**src/rtl/uart_pkg.sv**
```systemverilog
// Shared UART definitions: FSM state encoding and frame constants.
// Imported by uart_rx, uart_tx and their helpers.
package uart_pkg;

    typedef enum logic [2:0] {
        IDLE  = 3'd0,
        START = 3'd1,
        DATA  = 3'd2,
        STOP  = 3'd3,
        BREAK = 3'd4
    } state_t;

    localparam int DATA_BITS = 8;
    localparam int STOP_BITS = 1;

endpackage

```
**src/rtl/sync2.sv**
```systemverilog
// Two-flop synchroniser for an asynchronous input pin.
// Ports: clk, rst_n (sync, active-low), d (async in), q (synchronised out).
module sync2 #(
    parameter logic INIT = 1'b1
) (
    input  logic clk,
    input  logic rst_n,
    input  logic d,
    output logic q
);

    logic meta;

    always_ff @(posedge clk) begin
        if (!rst_n) begin
            meta <= INIT;
            q    <= INIT;
        end else begin
            meta <= d;
            q    <= meta;
        end
    end

endmodule

```
**src/rtl/uart_rx.sv**
```systemverilog
// 8N1 UART receiver with mid-bit start validation and stop-bit check.
// Ports: clk, rst_n (sync, active-low), i_rx (async line, idle high),
//        o_data (last good byte), o_vld / o_err (1-cycle pulses), o_busy.
module uart_rx
    import uart_pkg::*;
#(
    parameter int FREQ = 50_000_000,
    parameter int RATE = 2_000_000
) (
    input  logic       clk,
    input  logic       rst_n,
    input  logic       i_rx,
    output logic [7:0] o_data,
    output logic       o_vld,
    output logic       o_err,
    output logic       o_busy
);

    localparam int DIV  = FREQ / RATE;
    localparam int HALF = DIV / 2;
    localparam int CW   = $clog2(DIV);
    localparam int IW   = $clog2(DATA_BITS);

    localparam logic [CW-1:0] HALF_M1 = CW'(HALF - 1);
    localparam logic [CW-1:0] DIV_M1  = CW'(DIV - 1);
    localparam logic [IW-1:0] LAST    = IW'(DATA_BITS - 1);

    generate
        if (DIV < 4) begin : g_div_check
            $error("uart_rx: FREQ/RATE must be at least 4");
        end
    endgenerate

    logic                 rx_s;
    state_t               state;
    logic [CW-1:0]        cnt;
    logic [IW-1:0]        idx;
    logic [DATA_BITS-1:0] sh;

    sync2 #(.INIT(1'b1)) u_sync (
        .clk   (clk),
        .rst_n (rst_n),
        .d     (i_rx),
        .q     (rx_s)
    );

    always_ff @(posedge clk) begin
        if (!rst_n) begin
            state  <= IDLE;
            cnt    <= '0;
            idx    <= '0;
            sh     <= '0;
            o_data <= '0;
            o_vld  <= 1'b0;
            o_err  <= 1'b0;
            o_busy <= 1'b0;
        end else begin
            o_vld <= 1'b0;
            o_err <= 1'b0;
            unique case (state)
                IDLE: begin
                    cnt <= '0;
                    if (!rx_s) begin
                        state  <= START;
                        o_busy <= 1'b1;
                    end
                end
                START: begin
                    if (cnt == HALF_M1) begin
                        cnt <= '0;
                        if (!rx_s) begin
                            state <= DATA;
                            idx   <= '0;
                        end else begin
                            // Too short to be a start bit: drop it.
                            state  <= IDLE;
                            o_busy <= 1'b0;
                        end
                    end else begin
                        cnt <= cnt + 1'b1;
                    end
                end
                DATA: begin
                    if (cnt == DIV_M1) begin
                        cnt <= '0;
                        // LSB arrives first, so shift right from the MSB.
                        sh  <= {rx_s, sh[DATA_BITS-1:1]};
                        idx <= idx + 1'b1;
                        if (idx == LAST) begin
                            state <= STOP;
                        end
                    end else begin
                        cnt <= cnt + 1'b1;
                    end
                end
                STOP: begin
                    if (cnt == DIV_M1) begin
                        cnt <= '0;
                        if (rx_s) begin
                            o_data <= sh;
                            o_vld  <= 1'b1;
                            state  <= IDLE;
                            o_busy <= 1'b0;
                        end else begin
                            o_err <= 1'b1;
                            state <= BREAK;
                        end
                    end else begin
                        cnt <= cnt + 1'b1;
                    end
                end
                BREAK: begin
                    // Line held low: wait for it to return idle.
                    if (rx_s) begin
                        cnt    <= '0;
                        state  <= IDLE;
                        o_busy <= 1'b0;
                    end else begin
                        cnt <= cnt + 1'b1;
                    end
                end
                default: begin
                    cnt    <= '0;
                    state  <= IDLE;
                    o_busy <= 1'b0;
                end
            endcase
        end
    end

endmodule

```
**config.mk**
```make
export PLATFORM = sky130hd
export DESIGN_NAME = uart_rx
export DESIGN_NICKNAME = d
export VERILOG_FILES = /design/src/rtl/uart_pkg.sv /design/src/rtl/sync2.sv /design/src/rtl/uart_rx.sv
export SDC_FILE = /design/constraint.sdc
export NUM_CORES = 1
export LEC_CHECK = 0
export ABC_AREA = 1
export ABC_CLOCK_PERIOD_IN_PS = 4150
export BUFFER_PORTS_ARGS = -buffer_cell sky130_fd_sc_hd__buf_4
export CAP_MARGIN = 25
export CELL_PAD_IN_SITES_DETAIL_PLACEMENT = 0
export CELL_PAD_IN_SITES_GLOBAL_PLACEMENT = 1
export CORE_MARGIN = 2
export CORE_UTILIZATION = 42
export DETAILED_ROUTE_END_ITERATION = 8
export MAX_ROUTING_LAYER = met4
export PLACE_DENSITY_LB_ADDON = 0.12
export SETUP_SLACK_MARGIN = 0.15
export SKIP_CTS_REPAIR_TIMING = 1
export SLEW_MARGIN = 20
export SYNTH_ARGS = -nofsm -noshare
export SYNTH_HDL_FRONTEND = slang
export SYNTH_SLANG_ARGS = --single-unit
```
**constraint.sdc**
```tcl
create_clock -name clk -period 4.15 [get_ports clk]
set_input_delay 0.2075 -clock clk [delete_from_list [all_inputs] [get_ports clk]]
set_output_delay 0.2075 -clock clk [all_outputs]
set_load 0.05 [all_outputs]
```
==> reports/results.tsv, run 1 <==
metric	value	unit
core_area	3280	µm²
grt_pass1_wl	5010	µm
ant_nets	0	
fin_nets	211	
fin_cells	251	
track_usage	16.7	%
holdWs	62.3	ps
crit_type	reg2reg	
ys_seq_area_share	45.0	%
synthDistinctLibCells	26	
clk_pin_slew_worst_paths	100	ps
synth_top_area_cell	dfxtp_1	
wl_met2	1300	µm
setup_violations	0	
numCtsBuffers	5	
routed_wl	2730	µm
grt_max_degree	23	
wl_per_cell	10.9	µm
syn_avg_cell_area	7.57	µm²
io_buffer_count	13	
via_per_inst	4.73	
leakagePower	0.695	nW
dr.pass1.iters	6	
cts-root-buf	clkbuf_4	
switching_share	32.3	%
critical_path.cell_chain	inv_1, ha_1, nand2_1, nor2_2, nand3_2, o21ai_0, a21oi_1	
vias	1188	
tightest_slew	323	ps
io_pins	14	
die_h	62.2	µm
dp_slack	2570	ps
critPathMaxStageDelay	340	ps
area_delta_synth_final	14.1	%
drv_cap	0	
dpl_cell_area	1550	µm²
clock_latency	330	ps
seq_power_share	45.3	%
cp_top_family	simple AND/OR/NAND/NOR gates	
p_clk_share	30.5	%
crit_arrival	1800	ps
clock-sinks	32	
synth_warnings	0	
end_kind	flop	
finalPower	0.756	mW
place.gp.congestion	0.823	
internal_power	0.512	mW
fin_ws	2560	ps
cp-start-kind	flop	
postLayoutCellArea	1620	µm²
ir_drop	197	µV
hold_class	in2reg	
rows	21	
fin_skew	6.20	ps
grt_pass1_vias	1185	
synth_nets	195	
status	finished clean	
ys_ff_latch	32	
power.density	465	nW/µm²
grt-ovfl-total	0	
drt_iter0_drc	55	
drt-met1-wl	1260	µm
p_comb_share	24.2	%
final_core_util	49.4	%
cts_tree	yes	
dpl.cell_count	243	
critPathBufInv	1	
dieWidth	62.2	µm
cts_htree_levels	2	
tns	0	ps
final.min_clock_period	1590	ps
syn_area	1420	µm²
crit_fanout	16	
wl_met3	107	µm
drc	0	
dieArea	3870	µm²
layout-drive-gt1-share	20.0	%
switchingPower	0.244	mW
cp.required	4360	ps
dpl.hpwl	1980	µm
highest_layer	met4	
synth_top_area_share	45.0	%
diodes	0	
max-slew-margin-rel	78.4	%
finalCritPeriodShare	38.2	%
antenna_found_initial	0	
clk_path_buf_depth	2	
ys_top_cells_by_area	dfxtp_1 (45%), nor2_1 (7.4%), inv_1 (6.9%), o21ai_0 (6.0%), a21oi_1 (5.3%)	
max_clock_freq	631	MHz
hold_viol	0	
synthCells	188	
maxSlewViolCount	0	
slowest_stage	dfxtp_1	
rsz0062_at_grt	no	
initial_core_util	43.4	%
-- flip-flops by register name, indices dropped and copies added, names as in the netlist --
name	count
o_busy	1
u_sync.meta	1
cnt	5
idx	3
o_vld	1
state	3
sh	8
o_err	1
u_sync.q	1
o_data	8
-- synthesized netlist by cell type --
cell type,number
nor3_1,2
dfxtp_1,32
o21ai_1,4
nand3_1,9
xor2_1,2
or2_1,1
nand3b_1,1
buf_6,2
o21ai_2,2
clkbuf_1,1
nor4_1,2
nor2_1,28
nand3_2,1
xnor2_1,1
nor2_4,1
inv_1,26
o21ai_0,17
nor2_2,5
a21oi_1,15
nand2_1,19
ha_1,4
buf_2,1
a21oi_2,1
or2_2,2
inv_2,3
nand2_2,6
-- path summary, 6_finish.rpt --
path / start / end / slack (ps) / cells past startpoint
hold / removal: i_rx / u_sync.meta$_SDFF_PN1_ / 60 / 2
setup / recovery: cnt[0]$_SDFF_PN0_ / o_data[0]$_SDFFE_PN0P_ / 2560 / 7
hold reg to reg: u_sync.meta$_SDFF_PN1_ / u_sync.q$_SDFF_PN1_ / 440 / 1
setup reg to reg: cnt[0]$_SDFF_PN0_ / o_data[0]$_SDFFE_PN0P_ / 2560 / 7
-- logic make-up after synthesis --
family,share of synthesized area (%)
adders and majority gates,3.52
DFF,45.0
AOI/OAI and AO/OA,14.5
xor gates and xnor gates,1.85
and+or+nand+nor,25.3
buffers and inverters,9.84
-- power by group through the flow --
stage | logic (mW) | clock network (mW) | registers [mW]
5_1_grt | 0.210 | 0.255 | 0.344
2_1_floorplan | 0.137 | 0 | 0.356
3_3_place_gp | 0.181 | 0 | 0.348
6_report | 0.183 | 0.230 | 0.342
3_5_place_dp | 0.182 | 0 | 0.349
4_1_cts | 0.183 | 0.240 | 0.342
-- layout by cell type (no fill, tap or decap), types with 3 or more instances in the layout --
cell type and n:
ha_1 4, nand3_1 9, o21ai_1 4, a21oi_1 15
inv_2 3, clkbuf_4 5, o21ai_0 17, nand2_1 19
nor2_2 5, inv_1 26, dfxtp_1 32, buf_4 13
nand2_2 6, nor2_1 28
-- layout make-up --
class,instances,area (µm²)
Timing Repair Buffer,13,97.6
Fill cell,337,1660
Inverter,29,109
Clock buffer,6,41.3
Multi-Input combinational cell,123,643
Sequential cell,32,641
Tap cell,46,57.6
Clock inverter,2,35.0
-- metal layers --
metal,up-vias,track usage (%)
met5,-,-
met4,0,7.50
met3,8,5.62
met2,21,27.0
met1,531,18.8
li1,628,-
-- worst register-to-register path, stage by stage (launching register included) --
cell and delay [ps]:
dfxtp_1 340, inv_1 80, ha_1 140, nand2_1 80
nor2_2 210, nand3_2 300, o21ai_0 270, a21oi_1 60
Power figures use the tool's default switching activity.
==> run 2, diff against run 1 <==
Settings changed: ABC_CLOCK_PERIOD_IN_PS 4150 to 1500.
Clock period 4.15 ns to 1.5 ns, I/O delays scaled along.
==> reports/results.tsv, run 2 (same netlist as run 1, synthesis figures left out) <==
metric	value	unit
grt_pass1_wl	4620	µm
final.min_clock_period	1380	ps
dpl_cell_area	1570	µm²
wl_per_cell	11.1	µm
power.density	1250	nW/µm²
met1_usage	19.2	%
final_common_cell	dfxtp_1	
hold_class	in2reg	
clock_latency	340	ps
cts_htree_levels	2	
final_cell_mix	dfxtp_1 (26), nor2_1 (25), inv_1 (23), buf_4 (18), nand2_1 (17)	
grt-ovfl-total	0	
setup_violations	0	
ir_drop	802	µV
diodes	0	
finalCritPeriodShare	91.8	%
grt_max_degree	23	
end_kind	flop	
initial_core_util	43.4	%
numCtsBuffers	5	
cts-root-buf	clkbuf_4	
ant_nets	0	
place.gp.congestion	0.927	
use_met2	24.0	%
dieArea	3870	µm²
cts_tree	yes	
core_area	3280	µm²
track_usage	15.8	%
cp-start-kind	flop	
drt_iter0_drc	46	
crit_arrival	1600	ps
postLayoutCellArea	1800	µm²
tightest_slew	272	ps
leakagePower	0.758	nW
holdWs	79.3	ps
maxSlewViolCount	0	
grt_pass1_vias	1031	
dpl.hpwl	1960	µm
crit_fanout	4	
fin_nets	219	
reg_top3	o_data (8), sh (8), cnt (5)	
clk_pin_slew_worst_paths	110	ps
io_pins	14	
max_clock_freq	726	MHz
crit_type	reg2reg	
clk_path_buf_depth	2	
drc	0	
clock-sinks	32	
via_per_inst	4.76	
vias	1234	
rows	21	
rsz0062_at_grt	yes	
busiest_layer	met2	
routed_wl	2890	µm
area_delta_synth_final	26.1	%
io_buffer_count	13	
dr.pass1.iters	4	
max-slew-margin-rel	81.8	%
antenna_found_initial	0	
dieWidth	62.2	µm
grt_util_met3	4.89	%
cp.required	1730	ps
status	finished clean	
layout-drive-gt1-share	31.5	%
fin_skew	15.2	ps
hold_viol	0	
drv_cap	0	
die_h	62.2	µm
run 2: cell count changes in the layout (fill, tap and decap cells not counted), moves of 4 or more:
cell | before | now
nor2_4 | 1 | 6
buf_4 | 13 | 18
nand2_4 | 0 | 4
dfxtp_2 | 0 | 6
dfxtp_1 | 32 | 26
run 2: metrics by stage:
stage                     setup TNS [ps]  setup WS, ps  power [mW]  util [%]  instances
final                                  0           123        2.24      54.7        259
after floorplan                        0           188        1.37         -        188
after global routing                   0          44.4        2.38      54.7        259
after global placement                 0          37.0        1.47      47.8        246
after detailed placement               0          7.23        1.47      47.8        246
after CTS                           -121         -34.3        2.12      50.1        254
run 2: per-layer routing:
layer | up-vias | routed length, µm
li1 | 643 | -
met1 | 563 | 1300
met2 | 22 | 1410
met3 | 6 | 122
met4 | 0 | 55
met5 | - | 0
run 2: layout make-up:
cell class | count | area, µm²
Clock buffer | 6 | 41.3
Clock inverter | 2 | 35.0
Fill cell | 352 | 1490
Inverter | 29 | 111
Multi-Input combinational cell | 123 | 734
Sequential cell | 32 | 648
Tap cell | 46 | 57.6
Timing Repair Buffer | 21 | 168
run 2: report_power, final:
group          internal, mW  switching [mW]
clock                 0.349           0.305
sequential            0.902          0.0577
combinational         0.240           0.389
total                  1.49           0.752
run 2: final timing paths:
kind	from	endpoint	slack, ps	depth (start not counted)
hold reg to reg	u_sync.meta$_SDFF_PN1_	u_sync.q$_SDFF_PN1_	420	1
setup reg to reg	cnt[1]$_SDFF_PN0_	cnt[2]$_SDFF_PN0_	120	8
hold / removal	rst_n	o_busy$_SDFFE_PN0P_	80	3
setup / recovery	cnt[1]$_SDFF_PN0_	cnt[2]$_SDFF_PN0_	120	8
run 2: critical path, cell delays in order, from the launching register on:
cell and delay [ps]:
dfxtp_2 350, inv_2 70, ha_4 140, nand2_4 60, nor2_4 170, o21ai_1 90, or2_1 250, nand2_2 90
nor2_1 50
==> run 3, diff against run 2 <==
Settings changed: BUFFER_PORTS_ARGS -buffer_cell sky130_fd_sc_hd__buf_4 to default, CTS_CLUSTER_SIZE from default to 24, DONT_BUFFER_PORTS from default to 1.
==> reports/results.tsv, run 3 (same netlist as run 1, synthesis figures left out) <==
metric	value	unit
wl_per_cell	11.8	µm
initial_core_util	43.4	%
grt_max_degree	23	
grt_pass1_wl	5000	µm
power.density	1270	nW/µm²
fin_cells	258	
fin_skew	4.31	ps
p_clk_share	30.8	%
drv_cap	0	
finalPower	2.39	mW
leakagePower	0.768	nW
area_delta_synth_final	31.5	%
cts_tree	yes	
setup_violations	0	
drc	0	
rows	21	
diodes	0	
routed_wl	3050	µm
grt-ovfl-total	0	
internal_power	1.61	mW
crit_type	reg2reg	
dr.pass1.iters	4	
tightest_slew	477	ps
final.min_clock_period	1400	ps
clk_path_buf_depth	2	
tns	0	ps
layout-drive-gt1-share	32.5	%
dpl.hpwl	2000	µm
rsz0062_at_grt	yes	
seq_power_share	40.6	%
ir_drop	745	µV
crit_fanout	8	
io_buffer_count	0	
ant_nets	0	
cp_top_family	simple AND/OR/NAND/NOR gates	
dpl.cell_count	243	
hold_viol	23	
finalCritPeriodShare	93.5	%
place.gp.congestion	0.810	
drt_iter0_drc	50	
clock_latency	330	ps
critical_path.cell_chain	inv_4, ha_4, nand2_4, nor2_4, nand3_4, buf_12, o21ai_4, a21oi_2	
max_clock_freq	713	MHz
clk_pin_slew_worst_paths	100	ps
final_common_cell	dfxtp_1	
dp_slack	-0.564	ps
dieWidth	62.2	µm
final_core_util	57.0	%
antenna_found_initial	0	
violations	negative hold slack	
hold_class	in2reg	
reg_top3	o_data (8), sh (8), cnt (5)	
end_kind	flop	
cp-start-kind	flop	
core_area	3280	µm²
maxSlewViolCount	0	
vias	1247	
holdWs	-142	ps
via_per_inst	4.83	
grt_pass1_vias	1174	
switchingPower	0.777	mW
cts-root-buf	clkbuf_4	
crit_arrival	1630	ps
status	finished, violations left	
switching_share	32.5	%
fin_ws	96.8	ps
cp.required	1730	ps
slowest_stage	dfxtp_4	
track_usage	16.8	%
dpl_cell_area	1550	µm²
critPathBufInv	2	
fin_nets	218	
max-slew-margin-rel	68.2	%
cts_htree_levels	2	
numCtsBuffers	5	
dieArea	3870	µm²
postLayoutCellArea	1870	µm²
p_comb_share	28.6	%
die_h	62.2	µm
io_pins	14	
clock-sinks	32	
critPathMaxStageDelay	380	ps
final_cell_mix	dfxtp_1 (27), nor2_1 (24), inv_1 (23), nand2_1 (16), buf_4 (14)	
==> run 3: cell count changes in the layout (fill, tap and decap cells not counted), sizes merged <==
cell,change
clkbuf,+1
dlygate4sd3,+3
buf,-4
clkinv,-1
==> run 3: worst paths after layout <==
kind              slack, ps                      to  cells after the start              startpoint
hold / removal         -140  o_data[4]$_SDFFE_PN0P_                      2                   rst_n
setup / recovery        100  o_data[3]$_SDFFE_PN0P_                      8       cnt[0]$_SDFF_PN0_
hold reg to reg         420     u_sync.q$_SDFF_PN1_                      1  u_sync.meta$_SDFF_PN1_
setup reg to reg        100  o_data[3]$_SDFFE_PN0P_                      8       cnt[0]$_SDFF_PN0_
==> run 3: final cells by class <==
type                    count  area (µm²)
fillers                   310        1410
multi-input cells         123         782
flip-flops and latches     32         649
repair buffers             20         176
inverters                  29         111
clock buffers               7        65.1
well taps                  46        57.6
clock inverters             1        30.0
==> run 3: power groups by stage <==
stage	Combinational [mW]	Sequential (mW)	Clock [mW]
after CTS	0.508	0.940	0.762
after global routing	0.760	0.978	0.795
after detailed placement	0.501	0.960	0
after floorplan	0.379	0.986	0
final	0.682	0.969	0.736
after global placement	0.499	0.959	0
==> run 3: per-layer routing <==
layer  GRT usage (%)  vias to the layer above  wire, µm
met5               -                        -         0
met4            7.50                        0       102
met3            5.80                        9       118
met2            27.2                       20      1490
met1            18.9                      574      1340
li1                -                      644         -
==> run 3: worst reg2reg max path: cells and delay by family, from the launching register on <==
family	cells	cell delay (ps)
AO/OA/AOI/OAI	2	150
adder cells (fa/ha/maj)	1	130
buffers and inverters	2	230
flip-flops	1	380
AND/OR/NAND/NOR	3	420
